==> src/rtl/led_trail_pwm_if.sv <==
// Pattern-in / LED-out bundle between the rotator stage and the trail PWM block.
// master drives the pattern and observes the LED drive; slave is the PWM block.
interface led_trail_pwm_if #(
  parameter int N = 4
);
  logic [N-1:0] pat_in;
  logic [N-1:0] led_out;
  logic         frame_tick;

  modport master (output pat_in, input led_out, input frame_tick);
  modport slave  (input pat_in, output led_out, output frame_tick);
endinterface

==> src/rtl/led_trail_pwm.sv <==
// LED trail dimmer: lit channels jump to full brightness, then fade by DECAY_STEP per PWM frame.
// Optional macro LED_TRAIL_GAMMA_EN squares the brightness level before PWM compare.
module led_trail_pwm #(
  parameter int N          = 4,
  parameter int PWM_BITS   = 8,
  parameter int DECAY_STEP = 32
) (
  input  logic            clk,
  input  logic            rst,
  led_trail_pwm_if.slave  bus
);

  localparam logic [PWM_BITS-1:0] LVL_MAX = '1;
  localparam logic [PWM_BITS-1:0] STEP    = PWM_BITS'(DECAY_STEP);

  logic [PWM_BITS-1:0]        pwm_cnt_q, pwm_cnt_d;
  logic [N-1:0]               pat_q;
  logic [N-1:0]               hit_q, hit_d;
  logic [N-1:0][PWM_BITS-1:0] level_q, level_d;
  logic [N-1:0][PWM_BITS-1:0] duty;
  logic [N-1:0]               led_out_q, led_out_d;
  logic                       frame_tick_q;
  logic                       boundary;

  assign boundary  = (pwm_cnt_q == LVL_MAX);
  assign pwm_cnt_d = pwm_cnt_q + PWM_BITS'(1);

  // A hit in the boundary cycle itself is seen through pat_q, so clearing hit loses nothing.
  always_comb begin
    hit_d   = boundary ? '0 : (hit_q | pat_q);
    level_d = level_q;
    if (boundary) begin
      for (int i = 0; i < N; i++) begin
        if (hit_q[i] | pat_q[i]) begin
          level_d[i] = LVL_MAX;
        end else if (level_q[i] > STEP) begin
          level_d[i] = level_q[i] - STEP;
        end else begin
          level_d[i] = '0;
        end
      end
    end
  end

`ifdef LED_TRAIL_GAMMA_EN
  logic [N-1:0][2*PWM_BITS-1:0] level_sq;

  always_comb begin
    for (int i = 0; i < N; i++) begin
      level_sq[i] = {{PWM_BITS{1'b0}}, level_q[i]} * {{PWM_BITS{1'b0}}, level_q[i]};
      duty[i]     = level_sq[i][2*PWM_BITS-1:PWM_BITS];
    end
  end
`else
  assign duty = level_q;
`endif

  always_comb begin
    for (int i = 0; i < N; i++) begin
      led_out_d[i] = (pwm_cnt_q < duty[i]);
    end
  end

  always_ff @(posedge clk) begin
    if (rst) begin
      pwm_cnt_q    <= '0;
      pat_q        <= '0;
      hit_q        <= '0;
      level_q      <= '0;
      led_out_q    <= '0;
      frame_tick_q <= 1'b0;
    end else begin
      pwm_cnt_q    <= pwm_cnt_d;
      pat_q        <= bus.pat_in;
      hit_q        <= hit_d;
      level_q      <= level_d;
      led_out_q    <= led_out_d;
      frame_tick_q <= boundary;
    end
  end

  assign bus.led_out    = led_out_q;
  assign bus.frame_tick = frame_tick_q;

endmodule

==> src/flat_wrapper.sv <==
// flat-port wrapper written by rule: the top's interface ports become plain ports
module led_trail_pwm_flat 
#(
  parameter int N          = 4,
  parameter int PWM_BITS   = 8,
  parameter int DECAY_STEP = 32
)
  (clk, rst, bus_pat_in, bus_led_out, bus_frame_tick);
  led_trail_pwm_if #(.N(N)) bus_i ();
  input  logic clk;
  input  logic rst;
  input wire logic [$bits(bus_i.pat_in)-1:0] bus_pat_in;
  output wire logic [$bits(bus_i.led_out)-1:0] bus_led_out;
  output wire logic [$bits(bus_i.frame_tick)-1:0] bus_frame_tick;
  assign bus_i.pat_in = bus_pat_in;
  assign bus_led_out = bus_i.led_out;
  assign bus_frame_tick = bus_i.frame_tick;
  led_trail_pwm #(.N(N), .PWM_BITS(PWM_BITS), .DECAY_STEP(DECAY_STEP)) u_core (.clk(clk), .rst(rst), .bus(bus_i));
endmodule
==> config.mk <==
export PLATFORM = sky130hd
export DESIGN_NAME = led_trail_pwm_flat
export DESIGN_NICKNAME = d
export VERILOG_FILES = /design/src/rtl/led_trail_pwm_if.sv /design/src/rtl/led_trail_pwm.sv /design/src/flat_wrapper.sv
export SDC_FILE = /design/constraint.sdc
export NUM_CORES = 1
export LEC_CHECK = 0
export CAP_MARGIN = 20
export CELL_PAD_IN_SITES_DETAIL_PLACEMENT = 1
export CELL_PAD_IN_SITES_GLOBAL_PLACEMENT = 1
export CORE_UTILIZATION = 50
export CTS_CLUSTER_SIZE = 14
export DETAILED_ROUTE_END_ITERATION = 12
export GPL_ROUTABILITY_DRIVEN = 0
export PLACE_DENSITY_LB_ADDON = 0.1
export SLEW_MARGIN = 20
export SYNTH_ARGS = -nofsm -noshare
export SYNTH_HDL_FRONTEND = slang
export SYNTH_SLANG_ARGS = --single-unit
==> constraint.sdc <==
create_clock -name clk -period 3.1 [get_ports clk]
set_clock_uncertainty 0.15 [all_clocks]
set_input_delay 0.62 -clock clk [delete_from_list [all_inputs] [get_ports clk]]
set_output_delay 0.62 -clock clk [all_outputs]
set_load 0.01 [all_outputs]
After elaboration in Yosys (flattened, before gate mapping)
Cells that the tools add are included.
{"block": "totals", "register_bits": 53}
{"block": "classes", "addsub": 5, "order_cmp": 8, "eq_ne": 1, "mux": 8, "bitwise_logic": 5, "n_reduce_logical": 1}
{"operator": "$mux 8", "count": 8}
{"operator": "$gt 8x6->1 const B", "count": 4}
{"operator": "$lt 8x8->1", "count": 4}
{"operator": "$sub 8x6->8 const B", "count": 4}
{"operator": "$add 8x1->8 const B", "count": 1}
{"operator": "$eq 8x8->1 const B", "count": 1}
{"operator": "$or 1x1->1", "count": 4}
{"operator": "$or 4x4->4", "count": 1}
{"operator": "$reduce_or 2->1", "count": 1}

Depth between registers and ports, before layout
Gate-level depths: netlist of the first run.
{"block": "depth", "ltp_word": 3, "ltp_mapped": 6, "mapped_depth_nobuf": 5}

Least setup slack after synthesis of the first run
Ideal clock, no wire load.
{"block": "synth_path", "kind": "in2reg", "from": "input rst", "to": "register u_core.pwm_cnt_q[2]", "setup_ns": 0.117, "t_arrival_ns": 1.321, "setup_slack_ns": 1.511, "stages": 4, "path_buffers": 3, "cell_sequence": "clkbuf_4 -> clkbuf_1 -> buf_2 -> nor2_1"}
{"element": "start, declared", "line_no": "flat_wrapper.sv:11", "rtl": "input logic rst;"}
{"element": "end signal, assigned", "line_no": "led_trail_pwm.sv:73", "rtl": "pwm_cnt_q <= pwm_cnt_d;"}
{"element": "end, declared", "line_no": "led_trail_pwm.sv:16", "rtl": "logic [PWM_BITS-1:0] pwm_cnt_q, pwm_cnt_d;"}
No word-level cell between the ends.

Worst setup path after layout of the first run
{"block": "layout_path", "from": "register u_core.pwm_cnt_q[0]", "to": "register u_core.level_q, in the netlist u_core.duty[29]"}
{"block": "layout_via", "elab_chain_cells": 1}
{"element": "$eq 8x8->1", "line_no": "led_trail_pwm.sv:25", "rtl": "assign boundary = (pwm_cnt_q == LVL_MAX);"}
{"element": "end signal, assigned", "line_no": "led_trail_pwm.sv:76", "rtl": "level_q <= level_d;"}
{"element": "end, declared", "line_no": "led_trail_pwm.sv:19", "rtl": "logic [N-1:0][PWM_BITS-1:0] level_q, level_d;"}
No other way between the ends.
A chain may end at the register's enable or synchronous reset.

==> results of run 1 <==
-- path summary, 6_finish.rpt --
| kind | from | end |
|---|---|---|
| worst min register to register | u_core.duty[3] | u_core.duty[3] |
| worst min-delay path | u_core.duty[3] | u_core.duty[3] |
| worst max register to register | u_core.pwm_cnt_q[0] | u_core.duty[29] |
| worst max-delay path | u_core.pwm_cnt_q[0] | u_core.duty[29] |
-- final cells by class --
type | count | area, um^2 | share of cell area, %
clock buffer | 5 | 68.8 | 2.94
clock inverter | 3 | 21.3 | 0.908
inverter | 17 | 63.8 | 2.72
multi-input combinational | 175 | 1270 | 54.2
sequential | 37 | 741 | 31.6
tap | 50 | 62.6 | 2.67
timing repair buffer | 12 | 115 | 4.91
-- sequential cells by signal, summed over array words and instances, names as in the netlist --
name and count:
u_core.duty 16, u_core.pwm_cnt_q 8, u_core.bus.led_out 4, u_core.hit_q 4, u_core.pat_q 4, u_core.bus.frame_tick 1
-- layer usage --
metal | GRT usage, % | vias up
li1 | - | 904
met1 | 29.9 | 885
met2 | 47.2 | 35
met3 | 4.83 | 16
met4 | 12.0 | 0
met5 | 0 | -
-- power by group --
part,internal (W),switching (W)
clock,0.000160,0.000197
sequential,0.000490,0.0000124
combinational,0.0000392,0.0000407
total,0.000689,0.000250
-- cells by family after synthesis --
family	synth area share [%]
and+or+nand+nor	17.3
AOI/OAI and AO/OA	20.6
muxes	0.520
DFF	34.2
adders and majority gates	19.1
buffers and inverters	7.11
xor gates and xnor gates	1.21
-- layout by cell type, fill, tap and decap left out, types with 5 or more instances in the layout --
| cell type | n |
|---|---|
| o21ai_1 | 6 |
| nand2_1 | 7 |
| nand3_1 | 6 |
| a311oi_1 | 8 |
| ha_1 | 33 |
| nor2b_1 | 8 |
| a21oi_1 | 20 |
| inv_1 | 17 |
| clkdlybuf4s50_1 | 10 |
| nor3_1 | 10 |
| o21ai_0 | 12 |
| nor2_1 | 17 |
| dfxtp_1 | 37 |
| clkbuf_8 | 5 |
-- stage by stage --
stage	instances	worst slack, ns	area, um^2	utilization, %
2_1_floorplan	238	1.51	2170	-
3_3_place_gp	291	1.02	2250	55.1
3_5_place_dp	291	0.946	2250	55.1
4_1_cts	299	0.912	2340	57.3
5_1_grt	299	0.783	2340	57.3
6_report	299	0.909	2340	57.3
-- critical path, cell delays in order, from the launching register on --
cell	delay, ns
dfxtp_1	0.49
ha_1	0.27
and3_1	0.64
a21oi_1	0.20
a311oi_1	0.34
==> results.md, run 1 <==
* Outcome: complete, no violations
* DR WL/cell at around 18 um
* Max-cap viol count at 0
* Num ports at 11
* Row Count at 23
* Post-synth top cells: dfxtp_1, ha_1, a21oi_1
* RSZ-0062 raised after global routing: false
* Worst VDD drop at about 0.00024 V
* FF-to-FF path depth at 4
* Core Area at around 4100 um^2
* First-pass GRT wire length at between 8000 and 9000 um
* CP Data Required Time at roughly 3.1 ns
* Overflow after GRT at 0
* Via Count at 1840
* Final TNS setup at 0 ns
* Post-route ant nets at 0
* Clock tree buffer depth at 2
* Metal3 WL at roughly 110 um
* Max-slew headroom at 52.4%
* Syn Inst Count at about 240
* Synth top area share at between 30 and 40%
* Post-cts sizing count at 0
* CTS clk-pin slew, worst paths at 0.08 ns
* Cell variety after synth at 38
* Routed met2 length at approximately 2800 um
* Primary FF master, synth: dfxtp_1
* Hold buffer count at cts at 0
* Die Area at ~4600 um^2
* Post-DP HPWL at about 4200 um
* Initial antenna violation count at 0
* Postcts setup bufs at 0
* Chip width at between 60 and 70 um
* Synth area leader: dfxtp_1
* IO buf count at 10
* HP Class: flip-flop to flip-flop
* Final hold viol count at 0
* YS warnings at 0
* Highest clock rate at 456 MHz
* Most frequent cell after synthesis: dfxtp_1
* Vias in the first global route at 1859
* Top Layer Used: met4
* Max H-tree Level at 2
* CTS Buf Count at 5
* Share of async-settable or async-resettable flops after synthesis at 0%
* Hold Path Cell Cnt at 2
* Fillers at between 400 and 500
* Area delta synth->final at 8.20%
* Final setup vio count at 0
* Sequential fraction of the synthesis area at between 30% and 40%
* Final period util at between 70% and 80%
* CTS root buf: clkbuf_8
* CTS sink cnt at 37
* Worst endpoint data arrival time at approximately 2.2 ns
* DRC at 0
* Pre-Repair DR Iteration Count at 4
* Setup CP Type: flip-flop to flip-flop
* CTS tree: built
* Share of cells above drive strength 1 at approximately 8.4%
* Synthesized Nets at 277
* Leakage at between 0.8 and 0.9 nW
* Clk_lat worst skew at about 0.3 ns
* EDFF count, synth at 0
* Pwr Total at 0.000939 W
* Mapped cell area at 2170 um^2
* R2R Setup Slk at about 0.91 ns
* Slew Limit Fails at 0
* Startpoint types: flip-flop
* Avg Cell Area, Syn at between 9 and 10 um^2
* Post-layout min period at between 2 and 2.5 ns
* Total power density per cell area at ~400 nW/um^2
* Crit. End Element: flip-flop
* Final WL at ~5400 um
* GR Util All Layers at between 20% and 30%
* # diodes at 0
* Initial Util at around 53%
* Critical path fanouts, max at 17
* Die H at between 60 and 70 um
* Final #Nets at between 200 and 300
* FF+latch count, synth at 37
* WL met1 at between 2000 and 2500 um
* Hold slack at between 0.3 and 0.4 ns
* Maximum number of pins on one net before global-route repair at 23
* Iter 0 DRT Violations at 87
* Synth area leaders: dfxtp_1, ha_1, a21oi_1, a311oi_1, inv_1
* Worst Max-Slew Pin Slew at around 0.7 ns
* Avg Vias per Cell at approximately 6.2
Power figures use the tool's default switching activity.
==> run 2: changes to the inputs <==
--- a/config.mk
+++ b/config.mk
@@ -8,7 +8,7 @@
 export CAP_MARGIN = 20
 export CELL_PAD_IN_SITES_DETAIL_PLACEMENT = 1
 export CELL_PAD_IN_SITES_GLOBAL_PLACEMENT = 1
-export CORE_UTILIZATION = 50
+export CORE_UTILIZATION = 42
 export CTS_CLUSTER_SIZE = 14
 export DETAILED_ROUTE_END_ITERATION = 12
 export GPL_ROUTABILITY_DRIVEN = 0
==> constraint.sdc (replaced) <==
create_clock -name clk -period 2 [get_ports clk]
set_clock_uncertainty 0.15 [all_clocks]
set_input_delay 0.4 -clock clk [delete_from_list [all_inputs] [get_ports clk]]
set_output_delay 0.4 -clock clk [all_outputs]
set_load 0.01 [all_outputs]
==> run 2 against run 1 <==
  * Non-clock buffer count increased by 8
  * Highest routed layer unchanged
  * Largest cell class unchanged
  * Sequential cell count is the same
  * Hold slack worse by 0.018 ns
  * Register-to-register slack worse by 0.68 ns
  * Via count fell by 1.6%
  * Critical path depth is the same
  * Critical path type unchanged
  * Design area is 4.5% higher
==> results.md, run 2 (synthesized netlist as in run 1, its figures left out) <==
* Outcome: complete, no violations
* Final hold viol count at 0
* Iter 0 DRT Violations at 63
* Clk_lat worst skew at roughly 0.30 ns
* Number of flip-flops in the largest register at 16
* Postcts setup bufs at 0
* Most frequent cells in the layout: dfxtp_1, ha_1, a21oi_1, inv_1, nor2_1
* Post-layout min period at approximately 1.8 ns
* CTS root buf: clkbuf_8
* GRT busiest layer: met2
* CTS Buf Count at 5
* Worst endpoint data arrival time at about 1.8 ns
* CP bufs+invs at 0
* Chip width at 73.8 um
* Die Area at around 5400 um^2
* DP Area at roughly 2400 um^2
* CTS sink cnt at 37
* Total power density per cell area at 593 nW/um^2
* Avg Vias per Cell at about 5.6
* GR Util All Layers at around a fifth
* Post-DP HPWL at around 3900 um
* CP Data Required Time at roughly 2.0 ns
* Core Area at between 4000 and 5000 um^2
* Setup WS pre-CTS at ~0.24 ns
* Critical path fanouts, max at 9
* Post-cts sizing count at 0
* Met2 Usage GRT at between 30% and 40%
* Fillers at between 500 and 600
* Reg area at 741 um^2
* Share of cells above drive strength 1 at 11.3%
* Max-cap viol count at 0
* IO buf count at 10
* Die H at roughly 74 um
* Highest clock rate at 564 MHz
* Pwr Total at about 0.0015 W
* Hold buffer count at cts at 0
* Final WL at roughly 5100 um
* Max-slew headroom at around three quarters
* Worst VDD drop at between 0.0002 and 0.0003 V
* Final #Nets at 295
* Num ports at 11
* Slew Limit Fails at 0
* Setup CP Type: flip-flop to flip-flop
* Delay-heaviest family, CP: flip-flops
* Worst path slowest cell: dfxtp_1
* Row Count at 25
* Met1 Use GR at a little over a quarter
* Initial Util at between 40 and 50%
* Worst Max-Slew Pin Slew at 0.380 ns
* DRC at 0
* Post-route ant nets at 0
* CTS tree: built
* Max H-tree Level at 2
* Crit. End Element: flip-flop
* Via Count at approximately 1.8k
* CTS clk-pin slew, worst paths at ~0.09 ns
* Clock tree buffer depth at 2
* HP Class: flip-flop to flip-flop
* Final setup vio count at 0
* Vias in the first global route at ~1.8k
* Met3 Use GR at ~3.7%
* Initial antenna violation count at 0
* WP depth at 4
* Startpoint types: flip-flop
* Overflow after GRT at 0
* Final period util at approximately nine tenths
* Final TNS setup at 0 ns
* RSZ-0062 raised after global routing: false
* First-pass GRT wire length at 8510 um
* Hold Path Cell Cnt at 2
* # diodes at 0
* Worst setup margin at 0.227 ns
* Area delta synth->final at 13.1%
* Crit-path cells: ha_1 > nor3_1 > nor2_1 > a2111oi_0
* Final instance area at 2450 um^2
* Commonest non-fill, non-tap cell in the layout: dfxtp_1
* Pre-Repair DR Iteration Count at 4
* DR WL/cell at ~16 um
* Worst path max stage delay at ~0.55 ns
* FF-to-FF path depth at 4
* Leakage at between 0.9 and 1 nW
* Maximum number of pins on one net before global-route repair at 18
* Area of the multi-input gates at approximately 1300 um^2
==> run 2: cell types whose count changed in the layout (fill, tap and decap cells not counted), sizes merged <==
cell	before	now
buf	2	10
==> run 2: tightest hold or removal path: cells and delay by family (launching register included) <==
kind	cells	cell delay, ns
AOI/OAI and AO/OA	2	0.13
DFF	1	0.35
==> run 2: final cells by class <==
type	count	area share, %
clock inverter	3	0.868
timing repair buffer	20	8.17
sequential	37	30.2
clock buffer	5	2.81
multi-input combinational	175	51.9
inverter	17	2.60
tap	67	3.42
==> run 2: where the power goes <==
group	leakage, nW	switching [W]	internal [W]
clock network	0.0445	0.000301	0.000247
logic	0.597	0.0000660	0.0000663
registers	0.301	0.0000124	0.000759
==> run 2: metal layers <==
metal	up-vias	wire length (um)
li1	919	-
met5	-	0
met4	0	83
met2	16	2450
met3	5	105
met1	871	2420
==> run 2: through the flow <==
step                      util, %  hold WS [ns]  instances
after detailed placement     48.7         0.358        316
after CTS                    50.5         0.370        324
final                        50.5         0.366        324
after global routing         50.5         0.398        324
after global placement       48.7         0.361        316
after floorplan                 -         0.316        238
==> run 2: final timing paths <==
kind / start / endpoint / slack [ns]
worst min register to register: u_core.duty[11] / u_core.duty[11] / 0.37
worst max-delay path: u_core.pwm_cnt_q[3] / u_core.bus.led_out[0] / 0.23
worst max register to register: u_core.pwm_cnt_q[3] / u_core.bus.led_out[0] / 0.23
worst min-delay path: u_core.duty[11] / u_core.duty[11] / 0.37
==> run 3: changes to the inputs <==
--- a/config.mk
+++ b/config.mk
@@ -8,7 +8,7 @@
 export CAP_MARGIN = 20
 export CELL_PAD_IN_SITES_DETAIL_PLACEMENT = 1
 export CELL_PAD_IN_SITES_GLOBAL_PLACEMENT = 1
-export CORE_UTILIZATION = 42
+export CORE_UTILIZATION = 38
 export CTS_CLUSTER_SIZE = 14
 export DETAILED_ROUTE_END_ITERATION = 12
 export GPL_ROUTABILITY_DRIVEN = 0
==> run 3 against run 2 <==
  * Sequential cell count stayed put
  * Clock-buffer cell count is the same
  * Worst setup slack got worse by 0.024 ns
  * Largest cell class unchanged
  * Sequential power about the same
  * Via count barely moved
  * Critical path type unchanged
==> results.md, run 3 (synthesized netlist as in run 1, its figures left out) <==
* Total power density per cell area at between 500 and 600 nW/um^2
* Final period util at about 90%
* Post-DP HPWL at around 4000 um
* Capture point of the worst reg-to-reg path: u_core.bus.led_out[0]
* Initial antenna violation count at 0
* Crit. End Element: flip-flop
* HP Class: flip-flop to flip-flop
* Most frequent cells in the layout: dfxtp_1, ha_1, a21oi_1, inv_1, nor2_1
* DR WL/cell at 15.9 um
* Clk_lat worst skew at approximately 0.29 ns
* Startpoint types: flip-flop
* Via Count at roughly 1.8k
* IO buf count at 10
* R2R Setup Slk at around 0.20 ns
* Hold buffer count at cts at 0
* Final hold viol count at 0
* Core Area at between 5000 and 6000 um^2
* Sink of the worst hold path: u_core.duty[19]
* Worst endpoint data arrival time at about 1.8 ns
* Iter 0 DRT Violations at 60
* Area delta synth->final at 14.3%
* Post-cts sizing count at 0
* DRC at 0
* Fillers at between 600 and 700
* Vias in the first global route at about 1.9k
* Outcome: complete, no violations
* Highest clock rate at 557 MHz
* Row Count at 27
* Setup WS pre-CTS at around 0.13 ns
* Worst path max stage delay at just under 0.6 ns
* Slew Limit Fails at 0
* # placed instances at 324
* DP Area at 2380 um^2
* Leakage at roughly 0.96 nW
* RSZ-0062 raised after global routing: false
* CTS clk-pin slew, worst paths at roughly 0.08 ns
* Setup CP Type: flip-flop to flip-flop
* Die H at a little under 80 um
* CTS sink cnt at 37
* Final TNS setup at 0 ns
* Number of flip-flops in the largest register at 16
* Worst VDD drop at between 0.0003 and 0.0004 V
* Worst path slowest cell: dfxtp_1
* Clock tree buffer depth at 2
* Avg Vias per Cell at 5.46
* Worst Max-Slew Pin Slew at 0.412 ns
* Final WL at around 5300 um
* Worst setup margin at about 0.20 ns
* FF-to-FF path depth at 4
* Max H-tree Level at 2
* Critical path fanouts, max at 10
* Final core area utilization at ~45%
* # diodes at 0
* Postcts setup bufs at 0
* Initial Util at approximately 39%
* Num ports at 11
* Maximum number of pins on one net before global-route repair at 18
* GR Util All Layers at 19.9%
* CTS Buf Count at 5
* Reg2reg start: u_core.pwm_cnt_q[5]
* Final instance area at 2470 um^2
* Post-route ant nets at 0
* Final #Nets at 298
* Final setup vio count at 0
* CTS root buf: clkbuf_8
* Commonest non-fill, non-tap cell in the layout: dfxtp_1
* Post-layout min period at 1.80 ns
* Max-cap viol count at 0
* Hold Path Cell Cnt at 2
* Hold Crit Start: u_core.duty[19]
* Overflow after GRT at 0
* Die Area at ~6000 um^2
* CP Data Required Time at around 2.0 ns
* CTS tree: built
* First-pass GRT wire length at between 9000 and 10000 um
* Max-slew headroom at between 70% and 80%
* Share of cells above drive strength 1 at 13.5%
* Pre-Repair DR Iteration Count at 4
* Final cell count without fillers at 332
* Crit-path cells: ha_1 > o2111ai_1 > nor2_1 > a2111oi_0
* Chip width at between 70 and 80 um
==> run 3: cell count changes in the layout (fill, tap and decap cells not counted), sizes merged <==
| cell | delta |
|---|---|
| buf | +3 |
==> run 3: worst max path at each step <==
stage                              from                     to  cells past startpoint
floorplan           u_core.pwm_cnt_q[4]  u_core.bus.led_out[1]                      4
global placement                    rst  u_core.bus.led_out[1]                      3
detailed placement                  rst  u_core.bus.led_out[1]                      3
CTS                 u_core.pwm_cnt_q[5]  u_core.bus.led_out[1]                      4
global route        u_core.pwm_cnt_q[5]  u_core.bus.led_out[0]                      4
finish              u_core.pwm_cnt_q[5]  u_core.bus.led_out[0]                      4
==> run 3: final cells by class <==
cell class | instances | area [um^2] | share of cell area, %
Multi-Input combinational cell | 175 | 1280 | 51.6
Sequential cell | 37 | 743 | 30.0
Timing Repair Buffer | 23 | 210 | 8.49
Tap cell | 72 | 90.1 | 3.64
Clock buffer | 5 | 68.8 | 2.78
Inverter | 17 | 63.8 | 2.58
Clock inverter | 3 | 21.3 | 0.859
==> run 3: through the flow <==
stage	power (W)	hold slack, ns
after floorplan	0.000866	0.316
after global placement	0.000921	0.366
after detailed placement	0.000925	0.379
after CTS	0.00148	0.392
after global routing	0.00153	0.422
final	0.00145	0.387
==> run 3: worst max-delay path: cells and delay by family, from the launching register on <==
family,cells,cell delay (ns)
flops,1,0.58
compound gates,2,0.55
fa+ha+maj,1,0.31
simple gates,1,0.07
==> run 3: report_power, final <==
part	leakage, nW	total [W]	internal, W	switching, W
clock	0.0445	0.000540	0.000247	0.000292
combinational	0.612	0.000136	0.0000674	0.0000686
sequential	0.302	0.000772	0.000759	0.0000131
==> run 3: metal layers <==
metal / global-route usage (%) / up-vias / wire length, um / part of all wire, %
met5: 0 / - / 0 / 0
met1: 24.9 / 872 / 2560 / 48
met3: 3.65 / 8 / 84 / 1.6
met4: 7.36 / 0 / 90 / 1.7
met2: 33.7 / 16 / 2550 / 48
li1: - / 916 / - / -
